**config.mk**
```make
export PLATFORM = sky130hd
export DESIGN_NAME = gpio_spi_ctrl
export DESIGN_NICKNAME = d
export VERILOG_FILES = /design/src/rtl/gpio_spi_pkg.sv /design/src/rtl/spi_sync_edge.sv /design/src/rtl/gpio_spi_ctrl.sv
export SDC_FILE = /design/constraint.sdc
export NUM_CORES = 1
export LEC_CHECK = 0
export BUFFER_PORTS_ARGS = -buffer_cell sky130_fd_sc_hd__buf_4
export CAP_MARGIN = 20
export CORE_AREA = 2 2 100 102
export DETAILED_ROUTE_END_ITERATION = 8
export DIE_AREA = 0 0 102 104
export PLACE_DENSITY = 0.71
export SLEW_MARGIN = 10
export SYNTH_ARGS = -nofsm -noshare
export SYNTH_HDL_FRONTEND = slang
export SYNTH_SLANG_ARGS = --single-unit
export TNS_END_PERCENT = 30
```
**constraint.sdc**
```tcl
create_clock -name clk -period 2.4 [get_ports clk]
set_clock_uncertainty 0.15 [all_clocks]
set_input_delay 0.36 -clock clk [delete_from_list [all_inputs] [get_ports clk]]
set_output_delay 0.36 -clock clk [all_outputs]
set_load 0.02 [all_outputs]
```
**src/rtl/gpio_spi_pkg.sv**
```systemverilog
// Shared constants and FSM encoding for the SPI-to-GPIO register controller.
package gpio_spi_pkg;

  localparam logic [1:0] ADDR_DIR = 2'd0;
  localparam logic [1:0] ADDR_OUT = 2'd1;
  localparam logic [1:0] ADDR_IN  = 2'd2;
  localparam logic [1:0] ADDR_AUX = 2'd3;

  localparam int CMD_RW_BIT = 7;
  localparam int CMD_LEN    = 8;

  typedef enum logic [1:0] {
    IDLE = 2'd0,
    CMD  = 2'd1,
    DATA = 2'd2,
    DONE = 2'd3
  } state_t;

endpackage

```
**src/rtl/spi_sync_edge.sv**
```systemverilog
// N-flop synchronizer for one asynchronous bit with single-cycle rise/fall pulses.
// Pulses appear STAGES clk after the pad edge; no flow control.
module spi_sync_edge #(
  parameter int STAGES = 2
) (
  input  logic clk,
  input  logic rst,
  input  logic d,
  output logic q,
  output logic rise,
  output logic fall
);

  logic [STAGES-1:0] sync_q;
  logic              q_d;

  always_ff @(posedge clk) begin
    if (rst) begin
      sync_q <= '0;
      q_d    <= 1'b0;
    end else begin
      sync_q <= {sync_q[STAGES-2:0], d};
      q_d    <= sync_q[STAGES-1];
    end
  end

  assign q    = sync_q[STAGES-1];
  assign rise = q & ~q_d;
  assign fall = ~q & q_d;

endmodule

```
**src/rtl/gpio_spi_ctrl.sv**
```systemverilog
// SPI mode-0 slave decoding CMD+DATA frames into GPIO direction/drive register writes.
// Optional pending-edge interrupt register at address 3 when GPIO_IRQ_EN is defined.
module gpio_spi_ctrl
  import gpio_spi_pkg::*;
#(
  parameter int          WIDTH       = 16,
  parameter int          SYNC_STAGES = 2,
  parameter logic [15:0] ID_VALUE    = 16'h1C02
) (
  input  logic             clk,
  input  logic             rst,
  input  logic             spi_clk,
  input  logic             spi_en,
  input  logic             mosi,
  output logic             miso,
  input  logic [WIDTH-1:0] gpio_input,
  output logic [WIDTH-1:0] gpio_ts,
  output logic [WIDTH-1:0] gpio_dr
`ifdef GPIO_IRQ_EN
  ,
  output logic             irq
`endif
);

  localparam int CW = $clog2(WIDTH + CMD_LEN);
  localparam logic [CW-1:0] CMD_LAST  = CW'(CMD_LEN - 1);
  localparam logic [CW-1:0] DATA_LAST = CW'(WIDTH - 1);

  logic sclk_q, sclk_rise, sclk_fall;
  logic en_q, en_rise, en_fall;

  spi_sync_edge #(.STAGES(SYNC_STAGES)) u_sclk_sync (
    .clk(clk), .rst(rst), .d(spi_clk), .q(sclk_q), .rise(sclk_rise), .fall(sclk_fall)
  );

  spi_sync_edge #(.STAGES(SYNC_STAGES)) u_en_sync (
    .clk(clk), .rst(rst), .d(spi_en), .q(en_q), .rise(en_rise), .fall(en_fall)
  );

  logic [SYNC_STAGES-1:0]            mosi_sync;
  logic [SYNC_STAGES-1:0][WIDTH-1:0] gin_sync;
  logic                              mosi_s;
  logic [WIDTH-1:0]                  gin_s;

  always_ff @(posedge clk) begin
    if (rst) begin
      mosi_sync <= '0;
      gin_sync  <= '0;
    end else begin
      mosi_sync <= {mosi_sync[SYNC_STAGES-2:0], mosi};
      gin_sync  <= {gin_sync[SYNC_STAGES-2:0], gpio_input};
    end
  end

  assign mosi_s = mosi_sync[SYNC_STAGES-1];
  assign gin_s  = gin_sync[SYNC_STAGES-1];

  state_t           state, state_nxt;
  logic [CW-1:0]    bit_cnt;
  logic [WIDTH-1:0] rx_sr, tx_sr, rd_data;
  logic [1:0]       cmd_addr, rd_addr;
  logic             cmd_rd, commit;
  logic             shift, cmd_done, data_done;

`ifdef GPIO_IRQ_EN
  logic [WIDTH-1:0] pend, pend_nxt, pend_clr, gin_prev;
`endif

  // Clock edges only count while the synced enable is still high.
  assign shift     = sclk_rise & en_q;
  assign cmd_done  = shift && (bit_cnt == CMD_LAST);
  assign data_done = shift && (bit_cnt == DATA_LAST);
  assign rd_addr   = {rx_sr[0], mosi_s};

  always_comb begin
    rd_data = '0;
    case (rd_addr)
      ADDR_DIR: rd_data = gpio_ts;
      ADDR_OUT: rd_data = gpio_dr;
      ADDR_IN:  rd_data = gin_s;
`ifdef GPIO_IRQ_EN
      default:  rd_data = pend;
`else
      default:  rd_data = WIDTH'(ID_VALUE);
`endif
    endcase
  end

  always_comb begin
    state_nxt = state;
    case (state)
      IDLE: if (en_rise && !sclk_q) state_nxt = CMD;
      CMD:  if (en_fall) state_nxt = IDLE; else if (cmd_done) state_nxt = DATA;
      DATA: if (en_fall) state_nxt = IDLE; else if (data_done) state_nxt = DONE;
      DONE: if (en_fall) state_nxt = IDLE;
      default: state_nxt = IDLE;
    endcase
  end

  always_ff @(posedge clk) begin
    if (rst) state <= IDLE;
    else     state <= state_nxt;
  end

  always_ff @(posedge clk) begin
    if (rst) begin
      bit_cnt  <= '0;
      rx_sr    <= '0;
      tx_sr    <= '0;
      cmd_addr <= '0;
      cmd_rd   <= 1'b0;
      commit   <= 1'b0;
      miso     <= 1'b0;
      gpio_ts  <= '1;
      gpio_dr  <= '0;
    end else begin
      commit <= 1'b0;
      case (state)
        CMD: begin
          miso <= 1'b0;
          if (shift) begin
            rx_sr   <= {rx_sr[WIDTH-2:0], mosi_s};
            bit_cnt <= bit_cnt + 1'b1;
            if (cmd_done) begin
              // rx_sr holds the first seven CMD bits; mosi_s is CMD[0].
              cmd_rd   <= rx_sr[CMD_RW_BIT-1];
              cmd_addr <= rd_addr;
              tx_sr    <= rd_data;
              bit_cnt  <= '0;
            end
          end
        end
        DATA: begin
          if (en_fall) begin
            miso <= 1'b0;
          end else if (shift) begin
            rx_sr   <= {rx_sr[WIDTH-2:0], mosi_s};
            bit_cnt <= bit_cnt + 1'b1;
            if (data_done) begin
              miso   <= 1'b0;
              commit <= ~cmd_rd;
            end
          end else if (sclk_fall) begin
            miso  <= tx_sr[WIDTH-1];
            tx_sr <= {tx_sr[WIDTH-2:0], 1'b0};
          end
        end
        default: begin
          bit_cnt <= '0;
          miso    <= 1'b0;
        end
      endcase

      if (commit) begin
        case (cmd_addr)
          ADDR_DIR: gpio_ts <= rx_sr;
          ADDR_OUT: gpio_dr <= rx_sr;
          default: ;
        endcase
      end
    end
  end

`ifdef GPIO_IRQ_EN
  // A new edge in the same cycle as a W1C clear keeps the bit set.
  always_comb begin
    pend_clr = (commit && cmd_addr == ADDR_AUX) ? rx_sr : '0;
    pend_nxt = (pend & ~pend_clr) | (gin_s & ~gin_prev & gpio_ts);
  end

  always_ff @(posedge clk) begin
    if (rst) begin
      pend     <= '0;
      gin_prev <= '0;
      irq      <= 1'b0;
    end else begin
      pend     <= pend_nxt;
      gin_prev <= gin_s;
      irq      <= |pend_nxt;
    end
  end
`endif

endmodule
```
# Word level (Yosys, flattened, before mapping)
# Index checks and enable logic that the tools add are counted.
# word_totals
ff_bits	116
input_bits	21
output_inout_bits	33
elab_cells	94
# op_classes
addsub	1
n_eq_ne	19
mux	25
bitwise	13
reduce_logical	19
# op_table
op	n
two-way mux 16 bit	7
case mux 16 bit (2 select lines)	2
case mux 16 bit (3 select lines)	1
two-way mux 5 bit	4
inequality test 2 bit (second input constant)	8
two-way mux 2 bit	6
case mux 5 bit (2 select lines)	1
inverter 1 bit	8
case mux 2 bit (4 select lines)	1
AND reduction 2 bit	4
equality test 2 x 1 -> 1 bit (second input constant)	3
equality test 2 bit (second input constant)	3
zero test 2 bit	3
inequality test 3 bit (second input constant)	2
AND reduction 3 bit	2
AND reduction 6 bit	1
adder 5 x 1 -> 5 bit (second input constant)	1
AND 1 bit	5
equality test 5 x 3 -> 1 bit (second input constant)	1
equality test 5 x 4 -> 1 bit (second input constant)	1
OR reduction 5 bit	1
AND reduction 4 bit	1
nonzero test 2 bit	2
logical AND 1 bit	3
4 further kinds	6

# Longest topological paths before layout
# logic_depth
depth_word	7
depth_mapped	8
ltp_nobuf	7

# Cells and area by module
# A second synthesis with hierarchy kept.
# unflattened
hier_cells	498
area_unflattened_um2	4707.0
# modules_own_cells
module	instances	cells_per_inst	area_each_um2
gpio_spi_ctrl	1	482	4524.3
spi_sync_edge	2	8	91.3

# Least setup slack after synthesis
# No wires, ideal clock.
# synth_path
kind	reg2reg
from	reg state[0]
to	reg tx_sr[10]
setup_time_ns	0.132
arrival_time_ns	1.558
slack_ns	0.560
stages_incl_launch_ff	9
path_buffers	3
path_cell_list	dfxtp_1 -> inv_1 -> ha_1 -> clkbuf_1 -> nor2_1 -> a211o_1 -> buf_6 -> buf_12 -> mux2i_1
# synth_between
elab_chain_len	3
word_cells_on_any_way	10
# synth_rtl
item	line	rtl
from (decl)	gpio_spi_ctrl.sv:58	state_t state, state_nxt;
from (signal assigned)	gpio_spi_ctrl.sv:102	else state <= state_nxt;
equality test 2 x 1 -> 1 bit / equality test 2 bit (equally long branches)	gpio_spi_ctrl.sv:118	case (state)
inequality test 2 bit (no line) / nonzero test 2 bit (equally long branches)	--	
AND reduction 6 bit (no line)	--	
to (signal assigned)	gpio_spi_ctrl.sv:128	tx_sr <= rd_data;
to (signal assigned)	gpio_spi_ctrl.sv:145	tx_sr <= {tx_sr[WIDTH-2:0], 1'b0};
to (decl)	gpio_spi_ctrl.sv:60	logic [WIDTH-1:0] rx_sr, tx_sr, rd_data;
# Parallel ways exist; a longest one is shown, timed or not.
# A chain may end at the register's enable or synchronous reset.

# Worst setup path after layout
# layout_path
from	reg state[1]
to	reg tx_sr[15]
# The elaborated chain is that of the path after synthesis.

==> impl_metrics.csv <==
group,metric,value,unit
setup_path,arrival,2470,ps
clock_tree,clockBufferDepth,2,
sta,setup_viol,0,
floorplan,dieHeight,104,um
clock_tree,cts_tree,"done",
sta,fmax,0.457,GHz
run_status,outcome,"completed",
setup_path,worstPathRequired,2690,ps
grt,grtUsageTotal,20.6,%
setup_path,worst-path-buf-inv,1,
drt,wire_per_inst,14.3,um
synth,syn_nets,528,
drt,dr.pass1.iters,5,
sta,slew_headroom,42.9,%
floorplan,dieWidth,102,um
setup_path,cpPeakStageDelay,700,ps
drt,vias_per_cell,5.04,
synth,async_flop_share,0,%
synth,syn_area,4580,um2
synth,ys_warn_count,0,
floorplan,die_area,10600,um2
setup_path,critical_path.max_fanout,16,
drt,ant_nets,0,
synth,synthSimpleGateAreaFrac,19.2,%
setup_path,path_class,"reg -> reg",
place,place_worst_setup_slack,220,ps
clock_tree,cts_buffers,17,
clock_tree,cts_root_buf,"clkbuf_8",
power_and_ir_drop,power.leakage,2.29,nW
worst_hold_path,holdPathEnd,"gpio_ts[2]",
layout,antenna_cells,0,
clock_tree,post_cts_resized,0,
layout,drive_gt1_share,16.5,%
setup_path,critPathSlowestCell,"a211o_1",
power_and_ir_drop,p_switching,1.30,mW
floorplan,io-pin-count,54,
drt,via_count,3579,
setup_path,start_kind,"flop",
power_and_ir_drop,max-vdd-ir-drop,0.531,mV
clock_tree,clkTransAtPathRegs,60,ps
grt,grt.overflow.total,0,
layout,fillCellCount,811,
setup_path,crit_path_end_kind,"flop",
floorplan,start_util,48.0,%
drt,drt-total-wl,10200,um
sta,fin_ws,213,ps
setup_path,reg2regPathDepth,5,
setup_path,reg2reg_slack,210,ps
synth,synth_common_cells,"dfxtp_1 (116), nand2_1 (104), mux2i_1 (53)",
synth,synth_edf_count,0,
grt,grt_pass1_wl,16900,um
setup_path,rr_startpoint,"state[1]",
synth,synthAdderAreaFrac,1.91,%
clock_tree,clkLatencyLatePin,520,ps
drt,drc_errors,0,
layout,nets,592,
power_and_ir_drop,pwr-share-seq,41.8,%
synth,synth_top_family_by_area,"simple AND/OR/NAND/NOR gates",
place,port-buffer-count,53,
synth,synth_most_common_cell,"dfxtp_1",
grt,grt_pass1_vias,3473,
place,place.gp.congestion,0.785,
setup_path,r2r-end,"tx_sr[15]",
synth,synth_seq_cells,116,
setup_path,crit_chain,"inv_1 -> ha_1 -> nor2_1 -> a211o_1 -> mux2i_1",
sta,finalMaxSlewViolations,0,
layout,utilization,61.0,%
sta,setup_tns,0,ps
drt,drt_iter0_drc,191,
synth,synth_compound_area_share,11.3,%
worst_hold_path,min_from,"rst",
floorplan,rows,36,
clock_tree,htree_levels,4,
sta,hold_violations,0,
clock_tree,cts_sinks,116,
synth,synth.avg_cell_area,9.16,um2
sta,rsz0062_at_grt,"no",
synth,yosys.area.top_type_share,50.7,%
layout,area_growth,27.2,%
synth,yosysTopAreaCell,"dfxtp_1",
power_and_ir_drop,intPower,3.87,mW
power_and_ir_drop,p_per_area,888,nW/um2
power_and_ir_drop,switching_share,25.2,%
synth,yosys_most_used_dff,"dfxtp_1",
place,placedCellCount,659,
floorplan,core-area,9550,um2
sta,post-route-min-period,2190,ps
grt,grt_max_degree,96,
sta,period_share,91.1,%
synth,synth.distinct_cells,38,
power_and_ir_drop,pwr-share-comb,11.3,%
clock_tree,postCtsSetupRepairBufs,0,
worst_hold_path,hold_depth,3,
sta,fin_hold_ws,117,ps
run,maxCapViolations,0,
worst_hold_path,hold_class,"in -> reg",
setup_path,cpLargestDelayFamily,"compound AO/OA/AOI/OAI gates",
synth,yosys-top-cells-area,"dfxtp_1 (51%), mux2i_1 (12%), nand2_1 (8.5%)",
grt,antenna_found_initial,0,
synth,synth-xor-area-share,0.191,%
synth,synth_mux_area_share,11.6,%
synth,synth_seq_area_share,50.7,%
place,dp_hpwl,6410,um
layout,layoutNonFillerInstCount,710,
sta,worstMarginPinSlew,857,ps
synth,syn-instance-count,500,
power_and_ir_drop,pwr-share-clk,46.9,%
[worst max-delay path by stage]
stage | from | endpoint | slack [ps] | cells past startpoint
final | state[1] | tx_sr[15] | 210 | 5
after detailed placement | state[1] | tx_sr[15] | 220 | 5
after floorplan | state[0] | tx_sr[10] | 560 | 8
after global placement | state[0] | tx_sr[4] | 380 | 5
after global routing | state[1] | tx_sr[6] | 40 | 5
after CTS | state[1] | tx_sr[15] | 220 | 5
[cells by family after synthesis]
kind of cell | count (synthesis)
AOI/OAI and AO/OA | 88
xor gates and xnor gates | 1
adders and majority gates | 7
buffers and inverters | 52
DFF | 116
muxes | 53
and+or+nand+nor | 183
[stage by stage]
stage	area [um2]	total power, mW
after global routing	5820	5.40
final	5820	5.17
after detailed placement	5050	2.75
after CTS	5820	5.21
after floorplan	4580	2.66
after global placement	5050	2.72
[cell type report]
cell class              count  area (um2)  share of cell area [%]
flip-flops and latches    116        2320                    39.9
inverters                  17        63.8                    1.10
multi-input cells         332        2030                    34.8
clock buffers              18         428                    7.35
clock inverters            14         154                    2.64
well taps                 133         166                    2.86
repair buffers             80         661                    11.3
[worst min-delay path, stage by stage]
cell and delay (ps):
buf_4 130, clkinv_1 180, nand2_1 70
[layer usage]
layer  share of wire, %  up-vias  track usage, %  wire [um]
met3                4.7       15            5.98        479
met4                1.3        0            8.57        137
met5                  0        -               0          0
met1                 46     1657            26.9       4730
met2                 47       96            31.6       4830
li1                   -     1811               -          -
[power by group through the flow]
stage	Combinational, mW	Sequential [mW]	Clock [mW]
3_3_place_gp	0.527	2.19	0
2_1_floorplan	0.489	2.18	0
3_5_place_dp	0.558	2.20	0
5_1_grt	0.657	2.18	2.57
4_1_cts	0.582	2.16	2.47
6_report	0.585	2.16	2.43
[timing repair]
action | 4_1_cts | 5_1_grt
endpoints found under the hold margin | 19 | 0
setup endpoints to repair | 0 | 0
hold buffers | 19 | 0
[state kept, by name, indices dropped and copies added (netlist names)]
signal / count
u_sclk_sync.q_d: 1
gin_sync: 16
gpio_dr: 16
u_en_sync.q_d: 1
gin_s: 16
u_en_sync.sync_q: 2
miso: 1
cmd_addr: 2
mosi_sync: 2
rx_sr: 16
gpio_ts: 16
u_sclk_sync.sync_q: 2
cmd_rd: 1
tx_sr: 16
state: 2
bit_cnt: 5
commit: 1
[layout by cell type (no fill, tap or decap), types with 3 or more instances in the layout]
cell,synthesis,routed
o311ai_0,4,4
o21ai_0,17,17
dfxtp_1,116,116
dlygate4sd3_1,0,19
mux2i_1,53,53
nand2b_1,7,7
nor2_1,7,7
nand3_1,6,6
ha_1,7,7
o2bb2ai_1,12,12
inv_1,16,16
clkinvlp_4,0,6
nor3_1,3,3
a21oi_1,49,49
buf_4,2,60
inv_6,0,3
clkbuf_16,0,16
nand2_1,104,104
nor2b_1,41,41
(Power assumes the default switching activity.)
